===== src/rtl/inst_decode_stage.sv =====
// Registered instruction decode stage: slices each instruction into fields, adds the
// extended immediate, array select and illegal flag, and buffers bundles in a 2-entry skid.
module inst_decode_stage #(
  parameter int                        INST_WIDTH    = 16,
  parameter int                        OPCODE_W      = 4,
  parameter int                        REG_W         = 4,
  parameter int                        IMM_SHORT_W   = 4,
  parameter int                        IMM_LONG_W    = 8,
  parameter int                        DATA_W        = 16,
  parameter int                        ARRAY_ID_W    = 2,
  parameter bit                        SIGN_EXT_IMM  = 1'b1,
  parameter logic [2**OPCODE_W-1:0]    LEGAL_OPCODES = 16'h0FFF,
  parameter int                        CNT_W         = 16
) (
  input  logic                       clk,
  input  logic                       rst,
  input  logic                       flush,
  input  logic                       in_valid,
  output logic                       in_ready,
  input  logic [INST_WIDTH-1:0]      instruction,
  output logic                       out_valid,
  input  logic                       out_ready,
  output logic [OPCODE_W-1:0]        opcode,
  output logic [REG_W-1:0]           target_reg,
  output logic [REG_W-1:0]           address_reg,
  output logic [IMM_SHORT_W-1:0]     imm_short,
  output logic [IMM_LONG_W-1:0]      imm_long,
  output logic [DATA_W-1:0]          imm_ext,
  output logic [ARRAY_ID_W-1:0]      array_id,
  output logic [2**ARRAY_ID_W-1:0]   array_sel,
  output logic                       illegal,
  output logic [CNT_W-1:0]           decode_count
);

  localparam int SEL_W = 2**ARRAY_ID_W;

  if (DATA_W < IMM_LONG_W) begin : g_chk_data_w
    $error("inst_decode_stage: DATA_W must be at least IMM_LONG_W");
  end
  if (OPCODE_W + 2*REG_W > INST_WIDTH) begin : g_chk_fields
    $error("inst_decode_stage: opcode and register fields exceed INST_WIDTH");
  end
  if (ARRAY_ID_W > IMM_SHORT_W) begin : g_chk_array_id
    $error("inst_decode_stage: ARRAY_ID_W must not exceed IMM_SHORT_W");
  end

  typedef struct packed {
    logic [OPCODE_W-1:0]    opcode;
    logic [REG_W-1:0]       target_reg;
    logic [REG_W-1:0]       address_reg;
    logic [IMM_SHORT_W-1:0] imm_short;
    logic [IMM_LONG_W-1:0]  imm_long;
    logic [DATA_W-1:0]      imm_ext;
    logic [ARRAY_ID_W-1:0]  array_id;
    logic [SEL_W-1:0]       array_sel;
    logic                   illegal;
  } bundle_t;

  bundle_t          dec;
  bundle_t          or_q, or_d;
  bundle_t          sr_q, sr_d;
  logic             or_valid_q, or_valid_d;
  logic             sr_valid_q, sr_valid_d;
  logic [CNT_W-1:0] cnt_q, cnt_d;
  logic             in_xfer;
  logic             out_xfer;

  always_comb begin
    // NOTE: every field gets a default first so no path through this block infers a latch.
    dec             = '0;
    dec.opcode      = instruction[INST_WIDTH-1 -: OPCODE_W];
    dec.target_reg  = instruction[INST_WIDTH-OPCODE_W-1 -: REG_W];
    dec.address_reg = instruction[INST_WIDTH-OPCODE_W-REG_W-1 -: REG_W];
    dec.imm_short   = instruction[IMM_SHORT_W-1:0];
    dec.imm_long    = instruction[IMM_LONG_W-1:0];
    if (SIGN_EXT_IMM) dec.imm_ext = DATA_W'($signed(dec.imm_long));
    else              dec.imm_ext = DATA_W'(dec.imm_long);
    dec.array_id    = dec.imm_short[IMM_SHORT_W-1 -: ARRAY_ID_W];
    dec.array_sel   = SEL_W'(1) << dec.array_id;
    dec.illegal     = ~LEGAL_OPCODES[dec.opcode];
  end

  // in_ready depends only on registered skid state and rst, never on out_ready.
  assign in_ready = ~sr_valid_q & ~rst;
  assign in_xfer  = in_valid & in_ready;
  assign out_xfer = or_valid_q & out_ready;

  always_comb begin
    or_d       = or_q;
    sr_d       = sr_q;
    or_valid_d = or_valid_q;
    sr_valid_d = sr_valid_q;
    cnt_d      = cnt_q + CNT_W'(out_xfer);

    if (!or_valid_q || out_xfer) begin
      // Output register is free this edge: the skid entry always goes first to keep order.
      if (sr_valid_q) begin
        or_d       = sr_q;
        or_valid_d = 1'b1;
        sr_valid_d = 1'b0;
      end else if (in_xfer) begin
        or_d       = dec;
        or_valid_d = 1'b1;
      end else begin
        or_valid_d = 1'b0;
      end
    end else if (in_xfer) begin
      sr_d       = dec;
      sr_valid_d = 1'b1;
    end

    if (flush) begin
      or_d       = or_q;
      sr_d       = sr_q;
      or_valid_d = 1'b0;
      sr_valid_d = 1'b0;
    end
  end

  always_ff @(posedge clk) begin
    // NOTE: the bundle registers are reset too, because the data outputs must read zero after reset.
    if (rst) begin
      or_q       <= '0;
      sr_q       <= '0;
      or_valid_q <= 1'b0;
      sr_valid_q <= 1'b0;
      cnt_q      <= '0;
    end else begin
      or_q       <= or_d;
      sr_q       <= sr_d;
      or_valid_q <= or_valid_d;
      sr_valid_q <= sr_valid_d;
      cnt_q      <= cnt_d;
    end
  end

  assign out_valid    = or_valid_q;
  assign opcode       = or_q.opcode;
  assign target_reg   = or_q.target_reg;
  assign address_reg  = or_q.address_reg;
  assign imm_short    = or_q.imm_short;
  assign imm_long     = or_q.imm_long;
  assign imm_ext      = or_q.imm_ext;
  assign array_id     = or_q.array_id;
  assign array_sel    = or_q.array_sel;
  assign illegal      = or_q.illegal;
  assign decode_count = cnt_q;

endmodule


===== config.mk =====
export PLATFORM = sky130hd
export DESIGN_NAME = inst_decode_stage
export DESIGN_NICKNAME = d
export VERILOG_FILES = /design/src/rtl/inst_decode_stage.sv
export SDC_FILE = /design/constraint.sdc
export NUM_CORES = 1
export LEC_CHECK = 0
export ABC_AREA = 1
export CAP_MARGIN = 20
export CORE_MARGIN = 2
export CORE_UTILIZATION = 35
export CTS_CLUSTER_SIZE = 20
export DETAILED_ROUTE_END_ITERATION = 16
export GPL_TIMING_DRIVEN = 0
export PLACE_DENSITY = 0.68
export SETUP_SLACK_MARGIN = 0.4
export SKIP_CTS_REPAIR_TIMING = 1
export SLEW_MARGIN = 20
export SYNTH_ARGS = -nofsm -noshare
export SYNTH_HDL_FRONTEND = slang
export SYNTH_SLANG_ARGS = --single-unit

===== constraint.sdc =====
create_clock -name clk -period 1.6 [get_ports clk]
set_clock_uncertainty 0.15 [all_clocks]
set_input_delay 0.32 -clock clk [delete_from_list [all_inputs] [get_ports clk]]
set_output_delay 0.32 -clock clk [all_outputs]
set_load 0.1 [all_outputs]

# Word level (Yosys, flattened, before mapping)
# Memory sizes are Yosys's and may differ from the RTL's.
# Index checks and enable logic that the tools add are counted.
# W data, S select, Z words.
# word_totals
ff_bits	104
romBits	16
input_bits	21
output_inout_bits	65
wordCells	45
memories	1
# classes
add_sub_neg	1
magnitude_cmp	1
shift	1
mux	5
n_bitwise	8
n_reduce_logical	7
# mem_list
name	depth	width	read_ports	rd_ports_with_merged_regs	wr	line_no	text
(no name shown)	16	1	1	0	0	80	dec.illegal = ~LEGAL_OPCODES[dec.opcode];
# ops
operator	count
$mux W47	2
$add A16 B1 Y16	1
$reduce_and A3 Y1	2
$lt A4 B5 Y1 const B	1
$not A1 Y1	5
$shl A1 B2 Y4 const A	1
$and A1 B1 Y1	3
$mux W1	3
$reduce_or A3 Y1	1
$reduce_bool A2 Y1	1
$reduce_or A2 Y1	1
$logic_not A1 Y1	1
$logic_or A1 B1 Y1	1

# Longest topological paths before layout
# depth
word_depth	5
ltp_mapped	10
ltp_nobuf	10

# Worst setup path after synthesis
# No wires, ideal clock.
# synth_timing
kind	register to register
start	register or_valid_q (netlist: out_valid)
end	register cnt_q[12] (netlist: decode_count[12])
setup_time_ps	116
arrival_time_ps	2114
required_ps	1334
slack_ps	-780
stages_incl_launch_ff	10
path_buffers	0
period_less_slack_ps	2380
path_cell_list	dfxtp_1 nand2_1 inv_1 ha_1 ha_1 nand3_1 nor2_1 nand3_1 o21ai_0 nor2_1
# synth_between
elab_chain_cells	2
# synth_rtl
item	line_no	text
from (decl)	62	logic or_valid_q, or_valid_d;
from (signal assigned)	131	or_valid_q <= or_valid_d;
$and A1 B1 Y1	86	assign out_xfer = or_valid_q & out_ready;
$add A16 B1 Y16	93	cnt_d = cnt_q + CNT_W'(out_xfer);
to (signal assigned)	133	cnt_q <= cnt_d;
to (decl)	64	logic [CNT_W-1:0] cnt_q, cnt_d;
# No other way between the ends.
# A chain may end at the register's enable or synchronous reset.

==> run metrics <==
dpl hpwl 5200 um; ant diodes 0; vias in the first global route 2534; GR Overflow Total 0; status finished, violations left; Rel. slew slack 45.7%; CTS Buf Count 9; Die H 94.6 um; Max Clk Rate 600 MHz; failing checks setup timing; drt pass-1 iters 7; core area 8090 um2; # IOs 86; Sum Neg Setup Slack -0.386 ns; combinational share of power 32.6%; nets@finish 567; Vias/cell 4.83; largest net degree at the start of global routing 13; mean post-synth cell area 6.97 um2; Synth Warn # 0; Final Max Slew Viols 0; Switch Pwr 1.41 mW; WL per Instance 15.4 um; initial antenna violation count 0; clock sinks 60; fraction of layout cells with a size suffix above 1 50.6%; register area share after synthesis 41.8%; final clock period utilization by the worst path 104%; antenna-violating nets left 0; Setup violations, final 8; CP endpoint kind output port; IR drop worst, VDD 0.359 mV; gr usage total 16.3%; Setup Crit Path Kind reg -> out; cell count after synthesis 412; # DRC 0; Max Fanout on Critical Path 6; Cell Int Power 2.66 mW; Worst R2R Start out_valid; fin crit period 1.67 ns; total number of vias 3161; Fin. Hold Viols 0; die span in x 94.6 um; Setup WS pre-CTS -0.665 ns; clock buffer depth 2; clock root buffer clkbuf_8; Area growth syn-to-layout 109%; sequential power share 38.3%; I/O Buffers 84; worst slew pin tran 0.815 ns; total wire length 10100 um; Starting Density 35.5%; Hold Startpoint rst; Synth Net Count 435; first-pass GRT wire length 11400 um; Clock Pin Slew Worst Setup and Hold Paths 0.06 ns; Unique masters post-synth 26; Detailed Route Iter0 Violations 206; GP Congestion 0.783; Clk pwr share 29.1%; FP Rows 33; die area 8940 um2; fin worst setup slack -0.0677 ns; max FFs per register 21; Mapped Area 2870 um2; origin of the worst setup path imm_ext[14]; Switching Share 34.6%; pwr/cell area 679 nW/um2; Hold Crit Class in -> reg; Leak Pwr 2.48 nW; Critical Path AT 1.20 ns; Clock Latency Late Sink 0.34 ns; Worst setup SP type register; Filler Cell Count 524; Required @ worst endpoint 1.13 ns; unrepaired setup endpoints after global routing yes; H-Tree Depth 3; maxcap violations 0; #FFs+latches synth 60; TritonCTS clock tree yes; final core utilization 74.0%; Biggest register sr_q
[power by group through the flow]
stage | sequential (mW) | combinational [mW] | clock (mW)
global route | 1.56 | 1.37 | 1.25
floorplan | 1.82 | 0.558 | 0
CTS | 1.57 | 0.998 | 1.18
global placement | 1.60 | 0.990 | 0
finish | 1.56 | 1.33 | 1.19
detailed placement | 1.60 | 0.996 | 0
[cell type report]
class	count	area, um2	area share [%]
timing repair buffer	121	1990	33.2
multi-input combinational	283	1580	26.3
sequential	60	1310	21.8
buffer	44	708	11.8
clock buffer	13	149	2.49
tap	105	131	2.19
inverter	25	119	1.98
clock inverter	3	13.8	0.230
[kinds of logic (layout without fill, tap and decap cells)]
family / after synthesis / count (layout) / synth area share [%]
and+or+nand+nor: 220 / 220 / 31.1
buffers and inverters: 69 / 206 / 15.3
AOI/OAI and AO/OA: 60 / 60 / 10.6
DFF: 60 / 60 / 41.8
adders and majority gates: 2 / 2 / 0.871
xor gates and xnor gates: 1 / 1 / 0.305
[synthesized netlist by cell type]
master / n / area, um2
nand3_1: 8 / 40.0
inv_1: 22 / 82.6
buf_2: 4 / 20.0
xor2_1: 1 / 8.76
nor2_8: 1 / 20.0
a21oi_1: 7 / 35.0
nand2_2: 1 / 6.26
dfxtp_1: 60 / 1200
nand2_1: 89 / 334
o21ai_0: 15 / 75.1
ha_1: 2 / 25.0
nor2_1: 112 / 420
clkbuf_1: 4 / 15.0
nor2_2: 2 / 12.5
nand3b_1: 2 / 15.0
nand4_1: 1 / 6.26
buf_6: 5 / 56.3
o21a_1: 2 / 15.0
inv_6: 1 / 8.76
and3_1: 1 / 6.26
nand2_4: 2 / 22.5
inv_2: 2 / 7.51
buf_8: 2 / 30.0
buf_4: 29 / 218
nand3_2: 1 / 10.0
o21ai_1: 36 / 180
[critical path, stage by stage (launching register included)]
cell and delay [ns]:
dfxtp_4 0.44, buf_12 0.16, buf_12 0.10, buf_12 0.16
[through the flow]
stage	hold WS, ns	power, mW	area [um2]	cells
6_report	0.0656	4.07	5990	654
5_1_grt	0.0743	4.18	5990	654
4_1_cts	0.0688	3.74	4470	617
3_5_place_dp	0.307	2.60	4310	601
3_3_place_gp	0.300	2.59	4310	601
2_1_floorplan	0.289	2.38	3340	412
[cells in the final DEF (no fill, tap or decap), drive strengths merged]
master	count
a21oi	7
and3	1
buf	134
clkbuf	25
clkdlybuf4s50	16
clkinv	4
dfxtp	60
dlymetal6s2s	3
ha	2
inv	24
nand2	92
nand3	9
nand3b	2
nand4	1
nor2	115
o21a	2
o21ai	51
xor2	1
[metal layers]
| layer | vias to the layer above | global-route usage (%) | part of all wire, % | routed length [um] |
|---|---|---|---|---|
| met3 | 18 | 3.91 | 7.6 | 764 |
| met1 | 1482 | 19.9 | 38 | 3790 |
| met2 | 134 | 28.6 | 53 | 5320 |
| met5 | - | 0 | 0 | 0 |
| li1 | 1527 | - | - | - |
| met4 | 0 | 4.83 | 1.9 | 189 |
[final timing paths]
path                      endpoint  slack [ns]  cells past startpoint
setup / recovery        imm_ext[7]       -0.07                      3
hold / removal    decode_count[10]        0.07                      2
setup reg to reg     target_reg[3]           0                      9
hold reg to reg           sr_q[40]        0.33                      2
Note: power is estimated with default switching activity, not from simulation.
==> RTL edit, RTL diff (same flow settings) <==
Set the parameter `LEGAL_OPCODES` to 16'h0800 (it was 16'h0FFF).
--- a/src/rtl/inst_decode_stage.sv
+++ b/src/rtl/inst_decode_stage.sv
@@ -9,7 +9,7 @@
   parameter int                        DATA_W        = 16,
   parameter int                        ARRAY_ID_W    = 2,
   parameter bit                        SIGN_EXT_IMM  = 1'b1,
-  parameter logic [2**OPCODE_W-1:0]    LEGAL_OPCODES = 16'h0FFF,
+  parameter logic [2**OPCODE_W-1:0]    LEGAL_OPCODES = 16'h0800,
   parameter int                        CNT_W         = 16
 ) (
   input  logic                       clk,
Formal check against the unedited RTL: not equivalent (Yosys sat finds a counterexample within 4 cycles, from zero or initial values and one cycle with rst high).
==> RTL edit against the unedited design <==
- the flow still finishes with violations (negative setup slack)
- synthesized area shrank 1.3%
- sequential cell count is the same
- power is essentially flat
- worst setup slack gained 0.062 ns
- utilization grew 2.4 points
- wire length shrank 5.0%
- die area shrank 1.2%
- cell area shrank 0.96%
==> RTL edit: results (changes against the unedited design) <==
Layout
  • Layout cell share with drive strength beyond 1: 50.3% (-0.36 points)
  • Final nets: 557 (-1.8%)
  • Cell Count, Final, Fillers Out: 641 (-2.0%)
  • Area of the multi-input gates: 1590 um2 (+1.0%)
  • Max reg flops: 21 (unchanged)
  • # fillers: 491 (-6.3%)
  • Top reg by flops: sr_q
  • N_diodes: 0 (unchanged)

STA
  • Final Setup Violations: 7 (-1)
  • Worst slew pin tran: 0.746 ns (-0.0690 ns)
  • Final hold vios: 0 (unchanged)
  • Final WS setup: -0.00550 ns (+0.0621 ns)
  • TNS Setup: -0.0306 ns (+0.356 ns)

Placement
  • Worst slack at placement: -1.04 ns (-0.376 ns)
  • Buffers on Ports: 85 (+1.2%)
  • Gp weighted congestion: 0.814 (+4.0%)
  • Placed instance count: 596 (-0.83%)
  • Post-DP Area: 4330 um2 (+0.44%)
  • HPWL after DPL: 5.47 mm (+5.2%)

Setup path
  • FF-to-FF Start: out_valid$_SDFFE_PP0P_
  • Slowest CP cell: dfxtp_4
  • CP startpoint: imm_ext[14]$_SDFFE_PP0P_
  • CP Data Arrival Time: 1.14 ns (-0.06 ns)
  • CP peak stage delay: 0.38 ns (-0.06 ns)
  • CP delay by family, top: buffers and inverters
  • Critical Path Fanout Max: 7 (+1)

Logic synthesis
  • Synthesized Nets: 432 (-0.69%)
  • YS warnings: 0 (unchanged)
  • Avg Cell Area, Syn: 6.93 um2 (-0.58%)
  • Seq/Total Area, Yosys: 42.4% (+0.55 points)
  • Area contributors post-synth: dfxtp_1 (42%), nor2_1 (14%), nand2_1 (11%)
  • Distinct cells, synth: 30 (+15%)
  • Synth async-reset ratio: 0% (unchanged)
  • Most frequent cells after synthesis: nor2_1 (108), nand2_1 (85), dfxtp_1 (60)

Clock network
  • Clock H-tree levels: 3 (unchanged)
  • Worst-case clock buffer depth: 2 (unchanged)
  • Total CTS buffers: 9 (unchanged)
  • Root buf cell: clkbuf_8
  • Clock transition at the registers of the reported paths: 0.06 ns (about the same)
  • Later-pin clock latency in the skew report: 0.34 ns (about the same)

GRT
  • Initial antenna violation count: 0 (unchanged)
  • First-pass GRT wire length: 12.3 mm (+7.7%)
  • GR Util All Layers: 17.6% (+1.3 points)
  • Largest net degree at the start of global routing: 13 (unchanged)
  • Vias in the first global route: 2,695 (+6.4%)

Power
  • Pleak: 2.45 nW (-1.2%)
  • Sw frac: 33.2% (-1.4 points)
  • VDD IR-drop max: 0.658 mV (+83%)

Route
  • First-pass DRT Iterations: 4 (-3)
  • Initial DRC count: 159 (-23%)
  • Vias/cell: 4.75 (-1.7%)
  • WL/cell: 14.9 um (-3.1%)

Run status
  • Outcome: finished with violations
  • Violated checks: negative setup slack

Min path
  • Hold Startpoint: out_ready
  • Min-delay worst type: in2reg
RTL edit: changes by cell type in the layout (fill, tap and decap cells not counted), moves of 4 or more:
cell / delta
nand4_1: +4
dfxtp_2: -11
nor2_1: -10
nor2_4: +7
o21ai_2: -7
clkbuf_16: -4
dfxtp_4: +10
RTL edit: metal layers:
metal / GRT usage [%] / vias to the layer above / part of all wire, %
met1: 22.1 / 1435 / 39
met2: 29.5 / 85 / 54
met5: 0 / - / 0
met4: 7.13 / 0 / 2.2
li1: - / 1507 / -
met3: 3.53 / 17 / 5.0
RTL edit: cells by family after synthesis:
| kind of cell | synth area share [%] |
|---|---|
| xor+xnor | 0.927 |
| fa+ha+maj | 0.883 |
| flops | 42.4 |
| compound gates | 10.7 |
| simple gates | 30.1 |
| buf+inv | 14.7 |
| mux | 0.353 |
RTL edit: final timing paths:
check,cells after the start,to,slack [ns]
hold reg to reg,2,sr_q[37]$_SDFFE_PP0P_,0.33
setup reg to reg,9,sr_q[1]$_SDFFE_PP0P_,0.05
hold / removal,2,sr_valid_q$_SDFFE_PP0P_,0.14
setup / recovery,3,imm_ext[7],-0.006
RTL edit: power by group through the flow:
stage,combinational [W],clock (W),sequential (W)
6_report,0.00126,0.00125,0.00155
5_1_grt,0.00131,0.00135,0.00155
4_1_cts,0.000966,0.00128,0.00156
3_5_place_dp,0.000966,0,0.00160
3_3_place_gp,0.000959,0,0.00160
2_1_floorplan,0.000530,0,0.00181
RTL edit: layout make-up:
class | instances | share of cell area, %
multi-input cells | 277 | 26.8
clock inverters | 1 | 0.0844
flip-flops and latches | 60 | 22.4
clock buffers | 15 | 2.97
plain buffers | 44 | 12.0
well taps | 102 | 2.15
inverters | 28 | 2.19
repair buffers | 114 | 31.3
